<file path="src/rtl/spi_register_controller_if.sv">
// Bus between the SPI slave front-end and the PWM register controller.
// The slave modport is the controller's view; the master modport is the SPI side.
interface spi_register_controller_if #(
  parameter int unsigned NUM_CHANNELS = 8
);
  logic                      _CS;
  logic                      TranscationCompleted;
  logic [7:0]                RXDataLine;
  logic [7:0]                TXDataLine;
  logic [8*NUM_CHANNELS-1:0] DutyCycles;
  logic [NUM_CHANNELS-1:0]   ChannelEnable;
  logic                      UpdateStrobe;
  logic                      Busy;

  modport master (
    output _CS,
    output TranscationCompleted,
    output RXDataLine,
    input  TXDataLine,
    input  DutyCycles,
    input  ChannelEnable,
    input  UpdateStrobe,
    input  Busy
  );

  modport slave (
    input  _CS,
    input  TranscationCompleted,
    input  RXDataLine,
    output TXDataLine,
    output DutyCycles,
    output ChannelEnable,
    output UpdateStrobe,
    output Busy
  );
endinterface

</file>
<file path="src/rtl/spi_register_controller.sv">
// Sequences SPI slave bytes into a shadowed PWM register file; shadows commit
// atomically to the live duty/enable outputs when chip select deasserts.
module spi_register_controller #(
  parameter int unsigned NUM_CHANNELS = 8
) (
  input logic                     CLK,
  input logic                     _RST,
  spi_register_controller_if.slave bus
);

  localparam logic [6:0] EnAddr = 7'(NUM_CHANNELS);

  typedef enum logic [1:0] {StIdle, StCmd, StWrite, StRead} state_e;

  // Synchronizers and registered edge events
  logic cs_meta_q, cs_sync_q, cs_prev_q;
  logic tc_meta_q, tc_sync_q, tc_prev_q;
  logic cs_fall_q, cs_rise_q, byte_q;

  state_e                  state_q, state_d;
  logic [6:0]              addr_q, addr_d;
  logic                    frame_wr_q, frame_wr_d;
  logic [7:0]              tx_q, tx_d;
  logic [7:0]              shadow_q [NUM_CHANNELS];
  logic [7:0]              shadow_d [NUM_CHANNELS];
  logic [NUM_CHANNELS-1:0] shadow_en_q, shadow_en_d;
  logic [7:0]              duty_q [NUM_CHANNELS];
  logic [7:0]              duty_d [NUM_CHANNELS];
  logic [NUM_CHANNELS-1:0] en_q, en_d;
  logic                    strobe_q, strobe_d;

  logic [6:0] rd_addr;
  logic [7:0] rd_data;

  // Flops clear to 0, so a _CS already low at reset release never yields a fall.
  always_ff @(posedge CLK) begin
    if (!_RST) begin
      cs_meta_q <= 1'b0;
      cs_sync_q <= 1'b0;
      cs_prev_q <= 1'b0;
      tc_meta_q <= 1'b0;
      tc_sync_q <= 1'b0;
      tc_prev_q <= 1'b0;
      cs_fall_q <= 1'b0;
      cs_rise_q <= 1'b0;
      byte_q    <= 1'b0;
    end else begin
      cs_meta_q <= bus._CS;
      cs_sync_q <= cs_meta_q;
      cs_prev_q <= cs_sync_q;
      tc_meta_q <= bus.TranscationCompleted;
      tc_sync_q <= tc_meta_q;
      tc_prev_q <= tc_sync_q;
      cs_fall_q <= cs_prev_q & ~cs_sync_q;
      cs_rise_q <= ~cs_prev_q & cs_sync_q;
      byte_q    <= ~tc_prev_q & tc_sync_q;
    end
  end

  // The command byte reads from the address it carries, not the stale addr_q.
  always_comb begin
    rd_addr = (state_q == StCmd) ? bus.RXDataLine[6:0] : addr_q;
    rd_data = 8'h00;
    if (rd_addr == EnAddr) begin
      rd_data = 8'(en_q);
    end
    for (int unsigned i = 0; i < NUM_CHANNELS; i++) begin
      if (rd_addr == 7'(i)) begin
        rd_data = duty_q[i];
      end
    end
  end

  always_comb begin
    state_d     = state_q;
    addr_d      = addr_q;
    frame_wr_d  = frame_wr_q;
    tx_d        = tx_q;
    shadow_d    = shadow_q;
    shadow_en_d = shadow_en_q;
    duty_d      = duty_q;
    en_d        = en_q;
    strobe_d    = 1'b0;

    if (state_q == StIdle) begin
      if (cs_fall_q) begin
        state_d     = StCmd;
        tx_d        = 8'h00;
        frame_wr_d  = 1'b0;
        shadow_d    = duty_q;
        shadow_en_d = en_q;
      end
    end else if (cs_rise_q) begin
      // Chip-select release wins over a coincident byte, which is dropped.
      state_d = StIdle;
      if (frame_wr_q) begin
        duty_d   = shadow_q;
        en_d     = shadow_en_q;
        strobe_d = 1'b1;
      end
    end else if (byte_q) begin
      case (state_q)
        StCmd: begin
          addr_d = bus.RXDataLine[6:0];
          if (bus.RXDataLine[7]) begin
            state_d = StWrite;
          end else begin
            state_d = StRead;
            tx_d    = rd_data;
            addr_d  = bus.RXDataLine[6:0] + 7'd1;
          end
        end
        StWrite: begin
          for (int unsigned i = 0; i < NUM_CHANNELS; i++) begin
            if (addr_q == 7'(i)) begin
              shadow_d[i] = bus.RXDataLine;
              frame_wr_d  = 1'b1;
            end
          end
          if (addr_q == EnAddr) begin
            shadow_en_d = bus.RXDataLine[NUM_CHANNELS-1:0];
            frame_wr_d  = 1'b1;
          end
          addr_d = addr_q + 7'd1;
        end
        StRead: begin
          tx_d   = rd_data;
          addr_d = addr_q + 7'd1;
        end
        default: state_d = StIdle;
      endcase
    end
  end

  always_ff @(posedge CLK) begin
    if (!_RST) begin
      state_q     <= StIdle;
      addr_q      <= 7'd0;
      frame_wr_q  <= 1'b0;
      tx_q        <= 8'h00;
      shadow_en_q <= '0;
      en_q        <= '0;
      strobe_q    <= 1'b0;
      for (int unsigned i = 0; i < NUM_CHANNELS; i++) begin
        shadow_q[i] <= 8'h00;
        duty_q[i]   <= 8'h00;
      end
    end else begin
      state_q     <= state_d;
      addr_q      <= addr_d;
      frame_wr_q  <= frame_wr_d;
      tx_q        <= tx_d;
      shadow_en_q <= shadow_en_d;
      en_q        <= en_d;
      strobe_q    <= strobe_d;
      shadow_q    <= shadow_d;
      duty_q      <= duty_d;
    end
  end

  for (genvar g = 0; g < NUM_CHANNELS; g++) begin : g_duty_out
    assign bus.DutyCycles[8*g +: 8] = duty_q[g];
  end

  assign bus.TXDataLine    = tx_q;
  assign bus.ChannelEnable = en_q;
  assign bus.UpdateStrobe  = strobe_q;
  assign bus.Busy          = (state_q != StIdle);

  a_strobe_single : assert property (@(posedge CLK) disable iff (!_RST) strobe_q |=> !strobe_q);
  a_strobe_idle   : assert property (@(posedge CLK) disable iff (!_RST)
                                     strobe_q |-> state_q == StIdle);

endmodule

</file>
<file path="src/flat_wrapper.sv">
// flat-port wrapper written by rule: the top's interface ports become plain ports
module spi_register_controller_flat 
#(
  parameter int unsigned NUM_CHANNELS = 8
)
  (CLK, _RST, bus__CS, bus_TranscationCompleted, bus_RXDataLine, bus_TXDataLine, bus_DutyCycles, bus_ChannelEnable, bus_UpdateStrobe, bus_Busy);
  spi_register_controller_if #(.NUM_CHANNELS(NUM_CHANNELS)) bus_i ();
  input logic CLK;
  input logic _RST;
  input wire logic [$bits(bus_i._CS)-1:0] bus__CS;
  input wire logic [$bits(bus_i.TranscationCompleted)-1:0] bus_TranscationCompleted;
  input wire logic [$bits(bus_i.RXDataLine)-1:0] bus_RXDataLine;
  output wire logic [$bits(bus_i.TXDataLine)-1:0] bus_TXDataLine;
  output wire logic [$bits(bus_i.DutyCycles)-1:0] bus_DutyCycles;
  output wire logic [$bits(bus_i.ChannelEnable)-1:0] bus_ChannelEnable;
  output wire logic [$bits(bus_i.UpdateStrobe)-1:0] bus_UpdateStrobe;
  output wire logic [$bits(bus_i.Busy)-1:0] bus_Busy;
  assign bus_i._CS = bus__CS;
  assign bus_i.TranscationCompleted = bus_TranscationCompleted;
  assign bus_i.RXDataLine = bus_RXDataLine;
  assign bus_TXDataLine = bus_i.TXDataLine;
  assign bus_DutyCycles = bus_i.DutyCycles;
  assign bus_ChannelEnable = bus_i.ChannelEnable;
  assign bus_UpdateStrobe = bus_i.UpdateStrobe;
  assign bus_Busy = bus_i.Busy;
  spi_register_controller #(.NUM_CHANNELS(NUM_CHANNELS)) u_core (.CLK(CLK), ._RST(_RST), .bus(bus_i));
endmodule
</file>
<file path="config.mk">
export PLATFORM = sky130hd
export DESIGN_NAME = spi_register_controller_flat
export DESIGN_NICKNAME = d
export VERILOG_FILES = /design/src/rtl/spi_register_controller_if.sv /design/src/rtl/spi_register_controller.sv /design/src/flat_wrapper.sv
export SDC_FILE = /design/constraint.sdc
export NUM_CORES = 1
export LEC_CHECK = 0
export ABC_AREA = 0
export CORE_AREA = 2 2 106 185
export CTS_CLUSTER_DIAMETER = 120
export DETAILED_ROUTE_END_ITERATION = 8
export DIE_AREA = 0 0 108 187
export PLACE_DENSITY = 0.7
export SYNTH_ARGS = -nofsm -noshare
export SYNTH_HDL_FRONTEND = slang
export SYNTH_SLANG_ARGS = --single-unit
</file>
<file path="constraint.sdc">
create_clock -name CLK -period 2.9 [get_ports CLK]
set_input_delay 0.435 -clock CLK [delete_from_list [all_inputs] [get_ports CLK]]
set_output_delay 0.435 -clock CLK [all_outputs]
set_load 0.05 [all_outputs]
</file>
==> reports/qor.txt, run 1 <==
status: finished, final reports clean
first-pass GRT wire length: 40,700 um
share of layout cells above drive strength 1: 0.0996
worst-path maximum fanout: 21
CTS clock-pin slew for the worst setup and hold paths: 70 ps
switching share of power: 0.233
critical path arrival: 2950 ps
critical path class: reg -> reg
Yosys top cell area share: 0.414
Mapped Cells: 974
PD cells: 477 mW/mm^2
Initial DRC Count: 476
drt wl/cell: 20.4 um
Post-DP HPWL: 18,200 um
Power, Total: 4.81 mW
drt first pass iters: 5
Placement Cell Area: 0.00953 mm^2
Die W: 108 um
Synth Register Bits: 172
vias per inst: 5.76
PostCTS Resize Cnt: 0
Die H: 187 um
Max Slew Vio Count: 0
Num CTS Buffers: 17
Num Clock Sinks: 172
Final ANT Viol Nets: 0
VDD IR max: 0.000344 V
clk_skew: 9.46 ps
Fin. Hold Viols: 0
DIE AREA: 0.0202 mm^2
Seq pwr share: 0.499
sequential fraction of the synthesis area: 0.414
syn nets: 996
Worst EP required: 3190 ps
Max Fclk: 0.376 GHz
Yosys top cell by area: dfxtp_1
relative slew slack: 0.466
post-layout net count: 1,073
Max clock buf depth: 2
Ant. Diodes: 0
number of max-cap violations: 0
Core ar.: 0.0189 mm^2
I/O Buffers: 93
yosys warns: 0
combinational power share: 0.046
IO Pins: 94
startpoint types: register
worst reg2reg path depth: 8
vias in the first global route: 7,183
RSZ-0062 raised after global routing: false
average size of a mapped cell: 8.55 um^2
final wirelength: 26,600 um
LEAKAGE: 4.21 nW
critical path capture point type: register
Post-synth EDFFs: 0
setup TNS: 0 ps
Final min period: 2660 ps
fin area: 0.0101 mm^2
largest net degree at the start of global routing: 73
ranking of synthesized cells by area: dfxtp_1 (41%), nand2_1 (11%), o211a_1 (8.8%)
Worst Hold Depth: 1
initial core utilization: 0.441
Clk network pwr share: 0.455
Post-CTS Setup Inserts: 0
P_int: 3.69 mW
measured slew at the worst slew-check pin: 798 ps
switching power: 1.12 mW
final setup fails: 0
clock latency on the worst-skew pair: 430 ps
Post-Synthesis Cell Area: 0.00833 mm^2
Primary FF master, synth: dfxtp_1
initial antenna violation count: 0
GR Overflow Total: 0
All-Layer GR Usage: 0.264
drc violations: 0
row cnt: 67
post-synthesis to final-layout area growth: 21.2%
TritonCTS clock tree: done
synth unique cells: 62
worst hold path type: reg -> reg
Final Wtd Congestion: 0.961
clk root buf: clkbuf_16
CTS HTree Levels: 4
vias: 7,511
FFs w/ async S/R, synth: 0
final cycle utilization of the critical path: 0.918
CTS hold repair buffers: 0
==> critical path: stages (launching register included) <==
cell,delay [ps]
dfxtp_1,330
inv_1,120
ha_1,430
mux2_2,580
buf_4,250
nor2_1,110
o2bb2ai_1,120
a221oi_1,430
o22ai_1,150
==> flip-flops by register name (all words and copies together), names as in the netlist, 2 cells and up <==
signal	count
u_core.bus.DutyCycles	64
u_core.shadow_q	64
u_core.bus.ChannelEnable	8
u_core.bus.TXDataLine	8
u_core.shadow_en_q	8
u_core.addr_q	7
u_core.state_q	2
==> placed cells by master (no fill, tap or decap), drive strengths merged, types with 7 or more instances in the layout <==
master	netlist	layout
nor2	29	29
inv	13	15
o22ai	9	9
a2bb2oi	9	9
nor3	27	27
a21boi	74	74
o21ai	19	19
clkdlybuf4s50	0	92
o41ai	7	7
ha	10	10
a21oi	92	92
a211o	7	7
mux2i	10	10
dfxtp	172	172
o211ai	7	7
and2	8	8
buf	23	43
clkbuf	54	20
a221oi	10	10
nand2	242	242
o211a	73	73
nand3	10	10
nor2b	11	11
==> per-stage QoR <==
| stage | setup slack (ps) | utilization | hold slack (ps) | cells |
|---|---|---|---|---|
| after global placement | 177 | 0.505 | 375 | 1273 |
| after CTS | 246 | 0.535 | 384 | 1305 |
| final | 237 | 0.535 | 385 | 1305 |
| after floorplan | 591 | - | 367 | 974 |
| after global routing | 79.7 | 0.535 | 403 | 1305 |
| after detailed placement | 170 | 0.505 | 377 | 1273 |
==> power by group through the flow <==
stage          Combinational, mW  Clock [mW]  Sequential (mW)
2_1_floorplan              0.148           0             2.45
3_3_place_gp               0.217           0             2.45
3_5_place_dp               0.219           0             2.45
4_1_cts                    0.220        2.22             2.40
5_1_grt                    0.241        2.31             2.40
6_report                   0.221        2.19             2.40
==> cell usage after synthesis, drive strengths merged, types with 11 or more instances <==
cell,instances
nand2,242
dfxtp,172
o21ai,19
nor2b,11
o211a,73
a21boi,74
nor3,27
inv,13
clkbuf,54
a21oi,92
nor2,29
buf,23
==> final timing paths <==
path / start / endpoint / slack, ps
worst max-delay path: u_core.state_q[1] / u_core.bus.TXDataLine[5] / 240
worst min register to register: u_core.tc_prev_q / u_core.byte_q / 380
worst min-delay path: u_core.tc_prev_q / u_core.byte_q / 380
worst max register to register: u_core.state_q[1] / u_core.bus.TXDataLine[5] / 240
==> cell families after synthesis <==
kind of cell             Yosys count  synth area share
multiplexers                      12            0.0152
buffers and inverters             90            0.0506
AO/OA/AOI/OAI                    331             0.315
XOR/XNOR                           6           0.00631
adder cells (fa/ha/maj)           10            0.0150
AND/OR/NAND/NOR                  353             0.185
flip-flops                       172             0.414
==> metal layers <==
layer / global-route usage / vias up / wire, um
li1: - / 3615 / -
met1: 0.318 / 3602 / 10800
met2: 0.441 / 236 / 13300
met3: 0.0432 / 58 / 1170
met4: 0.145 / 0 / 1300
met5: 0 / - / 0
==> cell type report <==
class | count | area, um^2
clock buffers | 20 | 447
clock inverters | 12 | 114
fillers | 1798 | 8770
inverters | 13 | 48.8
multi-input cells | 712 | 4470
flip-flops and latches | 172 | 3440
well taps | 241 | 302
repair buffers | 135 | 1270
Note: power is estimated with default switching activity, not from simulation.
==> run 2: changes to the inputs <==
--- a/config.mk
+++ b/config.mk
@@ -14,3 +14,4 @@
 export SYNTH_ARGS = -nofsm -noshare
 export SYNTH_HDL_FRONTEND = slang
 export SYNTH_SLANG_ARGS = --single-unit
+export TNS_END_PERCENT = 30
==> results of run 2 <==
No change in the layout: final DEF, timing and power equal those of run 1.
